### src/rtl/fifo_uart_framer.sv
// Drains words from the async FIFO read port and frames them for uart_tx: sync byte, then data bytes MSB first.
// Optional trailing XOR checksum byte when FRAME_CHKSUM_EN is defined.
module fifo_uart_framer #(
  parameter int unsigned WORD_WIDTH = 32,
  parameter logic [7:0]  SYNC_BYTE  = 8'hA5,
  parameter int unsigned CNT_WIDTH  = 16
) (
  input  logic                  i_clk,
  input  logic                  i_rstn,
  input  logic                  i_ff_empty,
  output logic                  o_ff_rd_inc,
  input  logic [WORD_WIDTH-1:0] i_ff_data,
  input  logic                  i_sig_done,
  output logic [7:0]            o_txbyte,
  output logic                  o_txsend,
  input  logic                  i_txdone,
  input  logic                  i_txactive,
  output logic                  o_busy,
  output logic                  o_done,
  output logic [CNT_WIDTH-1:0]  o_word_count
);

  localparam int unsigned DATA_BYTES  = WORD_WIDTH / 8;
`ifdef FRAME_CHKSUM_EN
  localparam int unsigned FRAME_BYTES = DATA_BYTES + 2;
`else
  localparam int unsigned FRAME_BYTES = DATA_BYTES + 1;
`endif
  localparam int unsigned IDX_W       = $clog2(FRAME_BYTES);
  localparam logic [IDX_W-1:0] LAST_IDX = IDX_W'(FRAME_BYTES - 1);

  typedef enum logic [2:0] {
    ST_IDLE,
    ST_LATCH,
    ST_LOAD,
    ST_WAIT_TX,
    ST_DONE
  } state_e;

  state_e                state_q, state_d;
  logic                  rd_inc_q, rd_inc_d;
  logic                  txsend_q, txsend_d;
  logic [7:0]            txbyte_q, txbyte_d;
  logic                  busy_q, busy_d;
  logic                  done_q, done_d;
  logic [CNT_WIDTH-1:0]  count_q, count_d;
  logic [WORD_WIDTH-1:0] word_q, word_d;
  logic [IDX_W-1:0]      idx_q, idx_d;
  logic                  fetch_q, fetch_d;
  logic [7:0]            tx_byte_c;

`ifdef FRAME_CHKSUM_EN
  logic [7:0] chksum_c;

  // XOR of the data bytes; sync byte is not covered
  always_comb begin
    chksum_c = 8'h00;
    for (int unsigned i = 0; i < DATA_BYTES; i++) begin
      chksum_c = chksum_c ^ word_q[8*i +: 8];
    end
  end
`endif

  // Byte for the current frame index
  always_comb begin
    tx_byte_c = SYNC_BYTE;
    for (int unsigned i = 0; i < DATA_BYTES; i++) begin
      if (idx_q == IDX_W'(i + 1)) begin
        tx_byte_c = word_q[WORD_WIDTH-1-8*i -: 8];
      end
    end
`ifdef FRAME_CHKSUM_EN
    if (idx_q == LAST_IDX) begin
      tx_byte_c = chksum_c;
    end
`endif
  end

  always_comb begin
    state_d  = state_q;
    rd_inc_d = 1'b0;
    txsend_d = 1'b0;
    txbyte_d = txbyte_q;
    busy_d   = busy_q;
    done_d   = done_q;
    count_d  = count_q;
    word_d   = word_q;
    idx_d    = idx_q;
    fetch_d  = 1'b0;

    case (state_q)
      ST_IDLE: begin
        if (!i_ff_empty) begin
          rd_inc_d = 1'b1;
          busy_d   = 1'b1;
          state_d  = ST_LATCH;
        end else if (i_sig_done) begin
          done_d  = 1'b1;
          state_d = ST_DONE;
        end
      end
      ST_LATCH: begin
        word_d  = i_ff_data;
        fetch_d = 1'b1;
        idx_d   = '0;
        state_d = ST_LOAD;
      end
      ST_LOAD: begin
        // Re-sample once in the cycle after the read pulse, where the FIFO guarantees valid data
        if (fetch_q) begin
          word_d = i_ff_data;
        end
        if (!i_txactive && !txsend_q) begin
          txsend_d = 1'b1;
          txbyte_d = tx_byte_c;
          state_d  = ST_WAIT_TX;
        end
      end
      ST_WAIT_TX: begin
        if (i_txdone) begin
          if (idx_q == LAST_IDX) begin
            count_d = count_q + CNT_WIDTH'(1);
            busy_d  = 1'b0;
            state_d = ST_IDLE;
          end else begin
            idx_d   = idx_q + IDX_W'(1);
            state_d = ST_LOAD;
          end
        end
      end
      ST_DONE: begin
        done_d = 1'b1;
        busy_d = 1'b0;
      end
      default: begin
        state_d = ST_IDLE;
        busy_d  = 1'b0;
      end
    endcase
  end

  always_ff @(posedge i_clk or negedge i_rstn) begin
    if (!i_rstn) begin
      state_q  <= ST_IDLE;
      rd_inc_q <= 1'b0;
      txsend_q <= 1'b0;
      txbyte_q <= 8'h00;
      busy_q   <= 1'b0;
      done_q   <= 1'b0;
      count_q  <= '0;
      word_q   <= '0;
      idx_q    <= '0;
      fetch_q  <= 1'b0;
    end else begin
      state_q  <= state_d;
      rd_inc_q <= rd_inc_d;
      txsend_q <= txsend_d;
      txbyte_q <= txbyte_d;
      busy_q   <= busy_d;
      done_q   <= done_d;
      count_q  <= count_d;
      word_q   <= word_d;
      idx_q    <= idx_d;
      fetch_q  <= fetch_d;
    end
  end

  assign o_ff_rd_inc  = rd_inc_q;
  assign o_txsend     = txsend_q;
  assign o_txbyte     = txbyte_q;
  assign o_busy       = busy_q;
  assign o_done       = done_q;
  assign o_word_count = count_q;

endmodule

### config.mk
export PLATFORM = sky130hd
export DESIGN_NAME = fifo_uart_framer
export DESIGN_NICKNAME = d
export VERILOG_FILES = /design/src/rtl/fifo_uart_framer.sv
export SDC_FILE = /design/constraint.sdc
export NUM_CORES = 1
export LEC_CHECK = 0
export CAP_MARGIN = 20
export CORE_ASPECT_RATIO = 0.8
export CORE_UTILIZATION = 50
export CTS_BUF_LIST = sky130_fd_sc_hd__clkbuf_8 sky130_fd_sc_hd__clkbuf_16
export CTS_CLUSTER_DIAMETER = 50
export CTS_CLUSTER_SIZE = 10
export DETAILED_ROUTE_END_ITERATION = 8
export PLACE_DENSITY = 0.89
export SYNTH_ARGS = -nofsm -noshare
export SYNTH_HDL_FRONTEND = slang
export SYNTH_SLANG_ARGS = --single-unit
### constraint.sdc
create_clock -name i_clk -period 2.3 [get_ports i_clk]
set_input_delay 0.46 -clock i_clk [delete_from_list [all_inputs] [get_ports i_clk]]
set_output_delay 0.46 -clock i_clk [all_outputs]
set_load 0.01 [all_outputs]
After elaboration in Yosys (flattened, before gate mapping)
Cells that the tools add are included.
{"block": "word_totals", "mem_bits_ro": 0, "latch_bits": 0, "memories": 0, "wordCells": 73, "register_bits": 67, "ram_bits": 0, "output_inout_bits": 28}
{"block": "classes", "n_lt_le_gt_ge": 0, "n_reduce_logical": 15, "multipliers": 0, "bitwise_logic": 2, "n_mux": 27, "n_div": 0, "n_shift": 0, "n_addsub": 2, "eq_ne": 17}
{"cell": "one-hot mux 32 bit (2 select lines)", "n": 1}
{"cell": "two-way mux 32 bit", "n": 1}
{"cell": "two-way mux 8 bit", "n": 4}
{"cell": "two-way mux 3 bit", "n": 6}
{"cell": "adder 16 x 1 -> 16 bit, second input constant", "n": 1}
{"cell": "inequality test 2 bit, second input constant", "n": 8}
{"cell": "one-hot mux 3 bit (5 select lines)", "n": 1}
{"cell": "equality test 3 x 2 -> 1 bit, second input constant", "n": 4}
{"cell": "two-way mux 1 bit", "n": 10}
{"cell": "AND reduction 3 bit", "n": 3}
{"cell": "AND reduction 4 bit", "n": 2}
{"cell": "equality test 3 x 1 -> 1 bit, second input constant", "n": 2}
{"cell": "equality test 3 bit, second input constant", "n": 2}
{"cell": "one-hot mux 3 bit (2 select lines)", "n": 1}
{"cell": "nonzero test 2 bit", "n": 3}
{"cell": "AND reduction 2 bit", "n": 2}
{"cell": "adder 3 x 1 -> 3 bit, second input constant", "n": 1}
{"cell": "zero test 3 bit", "n": 1}
{"cell": "inequality test 3 bit, second input constant", "n": 1}
{"cell": "one-hot mux 1 bit (3 select lines)", "n": 1}
{"cell": "zero test 1 bit", "n": 2}
{"cell": "two-way mux 2 bit", "n": 1}
{"cell": "NOT 1 bit", "n": 2}
{"cell": "one-hot mux 1 bit (2 select lines)", "n": 1}
{"cell": "other kinds (2)", "n": 2}

Longest topological paths before layout
Gate-level depths: netlist of the first run.
{"block": "depth", "ltp_word": 5, "ltp_mapped": 8, "ltp_nobuf": 6}

Least setup slack after synthesis of the first run
No wires, ideal clock.
{"block": "synth_timing", "kind": "reg-to-reg", "startpoint": "register idx_q[0]", "endpoint": "register txbyte_q[5] (netlist: o_txbyte[5])", "t_arrival_ns": 1.556, "setup_slack_ns": 0.667, "path_stages_with_launch": 8, "cell_sequence": "dfrtp_1 -> inv_1 -> ha_1 -> clkbuf_1 -> buf_2 -> a22o_1 -> a221o_1 -> a21oi_1"}
{"block": "synth_between", "elab_chain_len": 5}
{"element": "start: declaration", "line": "48", "rtl": "logic [IDX_W-1:0] idx_q, idx_d;"}
{"element": "start signal: assignment", "line": "163", "rtl": "idx_q <= idx_d;"}
{"element": "equality test 3 x 1 -> 1 bit", "line": "68", "rtl": "if (idx_q == IDX_W'(i + 1)) begin"}
{"element": "two-way mux 8 bit (3 in series)", "line": "68"}
{"element": "two-way mux 8 bit (*)", "line": "68"}
{"element": "end signal: assignment", "line": "158", "rtl": "txbyte_q <= txbyte_d;"}
{"element": "end: declaration", "line": "43", "rtl": "logic [7:0] txbyte_q, txbyte_d;"}
Mark *: on every way between the ends. The rest lies on a longest branch, timed or not.
A chain may end at the register's enable or synchronous reset.

Final worst setup path of the first run
{"block": "layout_timing", "startpoint": "register idx_q[0]", "endpoint": "register txbyte_q[4] (netlist: o_txbyte[4])"}
Same word-level chain as after synthesis.

==> results of run 1 <==
power groups by stage:
stage               Sequential (W)  Clock, W  Combinational, W
floorplan                  0.00190         0           0.00117
global placement           0.00195         0           0.00165
detailed placement         0.00197         0           0.00172
CTS                        0.00195  0.000874           0.00173
global route               0.00201  0.000935           0.00192
finish                     0.00196  0.000851           0.00172
cells in the mapped netlist (2+ instances only):
cell type  count
xnor2_1       10
a22o_1         4
a211oi_1       2
nor3_1         3
and4_1         2
ha_1           6
a21oi_1       11
nand2_1       27
nand2b_1       4
a21o_1         2
buf_6          3
nand3_1        4
buf_2          3
inv_1         11
nand4_1        4
clkbuf_1       4
xor2_1         5
dfrtp_1       67
o21ai_0       19
buf_1          2
a221oi_1       4
a221o_1        4
nor4_4         3
nor2_1        17
mux2_2        27
through the flow:
step | cells | area, sq um | hold WS, ns | utilization
finish | 417 | 3960 | 0.0877 | 0.670
global route | 417 | 3960 | 0.102 | 0.670
CTS | 417 | 3960 | 0.0855 | 0.670
detailed placement | 401 | 3790 | 0.460 | 0.641
global placement | 401 | 3790 | 0.452 | 0.641
floorplan | 264 | 3060 | 0.164 | -
sequential cells by signal, summed over array words and instances (netlist names):
signal,cells
o_busy,1
o_txbyte,8
o_word_count,16
o_ff_rd_inc,1
idx_q,3
o_done,1
o_txsend,1
state_q,3
word_q,32
fetch_q,1
worst paths after layout:
kind	from	endpoint	slack (ns)	depth (start not counted)
worst max-delay path	idx_q[0]	o_txbyte[4]	0.29	5
worst min-delay path	i_rstn	o_ff_rd_inc	0.09	1
worst max register to register	idx_q[0]	o_txbyte[4]	0.29	5
worst min register to register	o_word_count[15]	o_word_count[15]	0.48	1
max in group asynchronous	i_rstn	idx_q[2]	1.60	2
min in group i_clk	o_word_count[15]	o_word_count[15]	0.48	1
worst max-delay path, stage by stage, from the launching register on:
cell and delay [ns]:
dfrtp_1 0.43, ha_1 0.23, ha_1 0.31, nor2_1 0.52
a221oi_1 0.22, o21ai_0 0.21
metal layers:
metal	part of all wire	track usage	wire length (um)	vias to the layer above
met4	0.0097	0.0617	62	0
li1	-	-	-	1059
met5	0	0	0	-
met3	0.052	0.0751	328	10
met1	0.45	0.313	2860	1098
met2	0.49	0.341	3120	70
area by class of cell:
| class | count | area [sq um] |
|---|---|---|
| clock buffers | 11 | 151 |
| clock inverters | 5 | 21.3 |
| fillers | 433 | 1950 |
| inverters | 12 | 46.3 |
| multi-input cells | 172 | 1270 |
| flip-flops and latches | 67 | 1680 |
| well taps | 81 | 101 |
| repair buffers | 69 | 701 |
kinds of logic after synthesis:
family          after synthesis  synth area share
compound gates               50             0.105
xor+xnor                     15            0.0430
fa+ha+maj                     6            0.0246
buf+inv                      25            0.0409
flops                        67             0.549
mux                          27            0.0995
simple gates                 74             0.139
==> metrics, run 1 <==
RSZ-0062 raised after global routing no; Post-DRT Antenna Nets 0; crit path capture type flop; I/O Buffers 65; EDFF count, synth 0; vias per inst ~5.4; setup TNS 0 ns; DIE AREA roughly 0.0064 sq mm; max-slew violations 0; ys flop type dfrtp_1; Fmax 497 MHz; Worst Max-Slew Pin Slew 0.606 ns; clock root cell clkbuf_8; Die H 71.9 um; register area share after synthesis 0.549; first-pass GRT wire length 10,700 um; Bufs on Longest Clock Path 2; grt ovf 0; register bit total from synthesis 67; share of the synthesized area in the top cell type 0.549; Mapped Nets 308; final setup fails 0; nets 375; CTS buffer count 9; LEAKAGE approximately 1.7 nW; Yosys cell types 41; drt pass-1 iters 5; Async SR Flop Fraction 1.00; DIE WIDTH 89.4 um; overall power roughly 0.0045 W; Mapped Cells 264; fin crit share 0.874; CTS Hold Bufs 0; status finished, final reports clean; post-route setup slack 0.290 ns; Tot GR Track Use 0.225; # rows 25; H-tree Lvls 3; core area roughly 0.0059 sq mm; hold violation count in the final report 0; GPL Wtd Cong just under 0.8; CTS-repair resized insts 0; Worst VDD drop 0.518 mV; Setup Crit Path Kind reg2reg; Switching Fraction 0.345; area leader, netlist dfrtp_1; Vias 2,237; CP required 2.56 ns; power share of the combinational group 0.380; initial antenna violation count 0; DR WL/cell 15.3 um; synthesized area 0.00306 sq mm; Clock Skew just over 0.009 ns; cell-internal power 0.00297 W; Seq pwr share 0.432; critical path peak fanout 9; max_slew headroom 0.595; Clock power frac 0.188; Post-CTS Repair Setup Buffers 0; CP Launch Type flop; Ys Warns 0; pre-CTS WS 0.249 ns; DRC 0; dpl hpwl ~4600 um; ranking of synthesized cells by area dfrtp_1 55%, mux2_2 9.9%, nand2_1 3.3%; Tmin final 2.01 ns; CTS clk-pin slew, worst paths approximately 0.070 ns; NetSw ~0.0016 W; crit path DAT about 2.3 ns; vias in the first global route 2,210; share of cells above drive strength 1 0.164; routed wire length 6370 um; Hold Path Class in2async; Avg Cell Area, Syn 11.6 sq um; commonest non-fill, non-tap cell in the layout dfrtp_1; CTS tree done; largest net degree at the start of global routing 47; Layout area overhead 29.7%; Initial DRC Count 111; clk sinks 67; Ports 66; Starting Density 0.517; pwr/cell area 1140 mW/mm^2; max-cap violation count 0; Antenna Cells 0; most frequent cells in the layout 67 x dfrtp_1, 64 x clkdlybuf4s50_1, 27 x nand2_1, 27 x mux2_2, 19 x o21ai_0; Skew-Pair Late Insertion Delay 0.34 ns
Note: power is estimated with default switching activity, not from simulation.
==> inputs of run 2 (changes only) <==
--- a/config.mk
+++ b/config.mk
@@ -7,12 +7,12 @@
 export LEC_CHECK = 0
 export CAP_MARGIN = 20
 export CORE_ASPECT_RATIO = 0.8
-export CORE_UTILIZATION = 50
+export CORE_UTILIZATION = 40
 export CTS_BUF_LIST = sky130_fd_sc_hd__clkbuf_8 sky130_fd_sc_hd__clkbuf_16
 export CTS_CLUSTER_DIAMETER = 50
 export CTS_CLUSTER_SIZE = 10
 export DETAILED_ROUTE_END_ITERATION = 8
-export PLACE_DENSITY = 0.89
+export PLACE_DENSITY = 0.75
 export SYNTH_ARGS = -nofsm -noshare
 export SYNTH_HDL_FRONTEND = slang
 export SYNTH_SLANG_ARGS = --single-unit
==> run 2 against run 1 <==
Setup slack improved by 0.094 ns. Sequential cell count unchanged. Hold slack improved by 0.040 ns. Sequential share of layout area decreased by 0.42 points. Critical path type unchanged. Maximum frequency increased by 4.9%. Wire length decreased by 2.0%.
==> metrics, run 2 (synthesis gave the netlist of run 1 again) <==
status finished, final reports clean; Initial DRC Count 142 (+28%); vias in the first global route 2,110 (-4.5%); CTS-repair resized insts 0 (unchanged); DRC 0 (unchanged); Hold Path Class in2async; routed wire length 6240 um (-2.0%); Seq pwr share 0.425 (-0.007); most frequent cells in the layout 67 x dfrtp_1, 64 x clkdlybuf4s50_1, 27 x nand2_1, 27 x mux2_2, 19 x o21ai_0; crit path DAT 2.17 ns (-0.10 ns); LEAKAGE 1.70 nW (-0.63%); CTS Hold Bufs 0 (unchanged); nets 375 (unchanged); largest net degree at the start of global routing 68 (+45%); vias per inst 5.00 (-6.8%); Starting Density 0.414 (-0.104); DIE WIDTH 99.7 um (+12%); Layout area overhead 31.0%; Ports 66 (unchanged); DR WL/cell 14.2 um (-7.1%); cell-internal power 0.00303 W (+2.0%); initial antenna violation count 0 (unchanged); max-slew violations 0 (unchanged); Bufs on Longest Clock Path 2 (unchanged); NetSw 0.00156 W (about the same); max FFs per register 32 (unchanged); Clock Skew 0.00975 ns (+0.000572 ns); GPL Wtd Cong 0.755 (-4.2%); core area 0.00739 sq mm (+25%); max-cap violation count 0 (unchanged); final setup fails 0 (unchanged); pwr/cell area 1150 mW/mm^2 (+0.27%); Post-CTS Repair Setup Buffers 0 (unchanged); commonest non-fill, non-tap cell in the layout dfrtp_1; first-pass GRT wire length 10,400 um (-3.1%); crit path capture type flop; Antenna Cells 0 (unchanged); CTS tree done; power share of the combinational group 0.375 (-0.005); Setup Crit Path Kind reg2reg; max_slew headroom 0.663 (+0.0682); CP required 2.55 ns (about the same); drt pass-1 iters 4 (-1); Placed Area 0.00382 sq mm (+0.79%); share of cells above drive strength 1 0.167 (+0.00347); I/O Buffers 65 (unchanged); clock root cell clkbuf_8; final instance area 0.00400 sq mm (+1.0%); Die H 80.2 um (+11%); CTS buffer count 9 (unchanged); Tot GR Track Use 0.173 (-0.0525); # rows 28 (+12%); post-route setup slack 0.384 ns (+0.0943 ns); critical path peak fanout 16 (+7); Worst VDD drop 0.492 mV (-5.0%); CTS clk-pin slew, worst paths 0.07 ns (about the same); Clock power frac 0.200 (+0.012); grt ovf 0 (unchanged); dpl hpwl 4370 um (-4.2%); Switching Fraction 0.340 (-0.00453); DIE AREA 0.00800 sq mm (+24%); fin crit share 0.833 (-0.0410); Vias 2,199 (-1.7%); pre-CTS WS 0.186 ns (-0.0625 ns); Skew-Pair Late Insertion Delay 0.34 ns (about the same); CP Launch Type flop; Post-DRT Antenna Nets 0 (unchanged); Post-Layout Cell Count 440 (+5.5%); Worst Max-Slew Pin Slew 0.506 ns (-0.100 ns); setup TNS 0 ns (unchanged); hold violation count in the final report 0 (unchanged); Tmin final 1.92 ns (-0.0943 ns); clk sinks 67 (unchanged); Largest Register word_q; Fmax 522 MHz (+4.9%); overall power 0.00459 W (+1.3%); H-tree Lvls 3 (unchanged); Inst Count DP 425 (+6.0%); RSZ-0062 raised after global routing no
run 2: changes by cell type in the layout (fill, tap and decap cells not counted), sizes merged:
| cell | previous run | this run |
|---|---|---|
| clkinvlp | 0 | 2 |
| inv | 14 | 12 |
| bufinv | 0 | 1 |
| clkbuf | 11 | 9 |
run 2: final cells by class:
type                       instances  area, sq um
inverter                          12         46.3
timing repair buffer              69          701
fill                             637         3390
clock inverter                     6         58.8
multi-input combinational        172         1270
sequential                        67         1680
tap                              105          131
clock buffer                       9          124
run 2: metrics by stage:
step | util | hold slack, ns
after CTS | 0.542 | 0.132
after floorplan | - | 0.164
after global placement | 0.517 | 0.470
after detailed placement | 0.517 | 0.461
final | 0.542 | 0.128
after global routing | 0.542 | 0.138
run 2: metal layers:
metal  wire, um  vias to the layer above  GRT usage  part of all wire
met1       2920                     1073      0.226              0.47
li1           -                     1056          -                 -
met3        396                        0     0.0775             0.063
met5          0                        -          0                 0
met2       2930                       70      0.262              0.47
met4          0                        0     0.0397                 0
run 2: worst paths after layout:
path                            slack, ns  cells past startpoint             start                to
max in group asynchronous            1.89                      2            i_rstn       o_txbyte[5]
worst max-delay path                 0.38                      6          idx_q[0]       o_txbyte[7]
worst min register to register       0.48                      1  o_word_count[15]  o_word_count[15]
worst max register to register       0.38                      6          idx_q[0]       o_txbyte[7]
worst min-delay path                 0.13                      2            i_rstn   o_word_count[6]
min in group i_clk                   0.48                      1  o_word_count[15]  o_word_count[15]
run 2: power by group through the flow:
stage               clock network [W]  logic, W  registers (W)
floorplan                           0   0.00117        0.00190
global placement                    0   0.00167        0.00195
detailed placement                  0   0.00173        0.00197
CTS                          0.000956   0.00174        0.00195
global route                  0.00101   0.00190        0.00201
finish                       0.000916   0.00172        0.00195
run 2: critical path: stages (launching register included):
cell and delay, ns:
dfrtp_1 0.42, inv_1 0.10, ha_1 0.48, nor2_1 0.11
a22o_1 0.23, a221o_1 0.33, a21oi_1 0.16
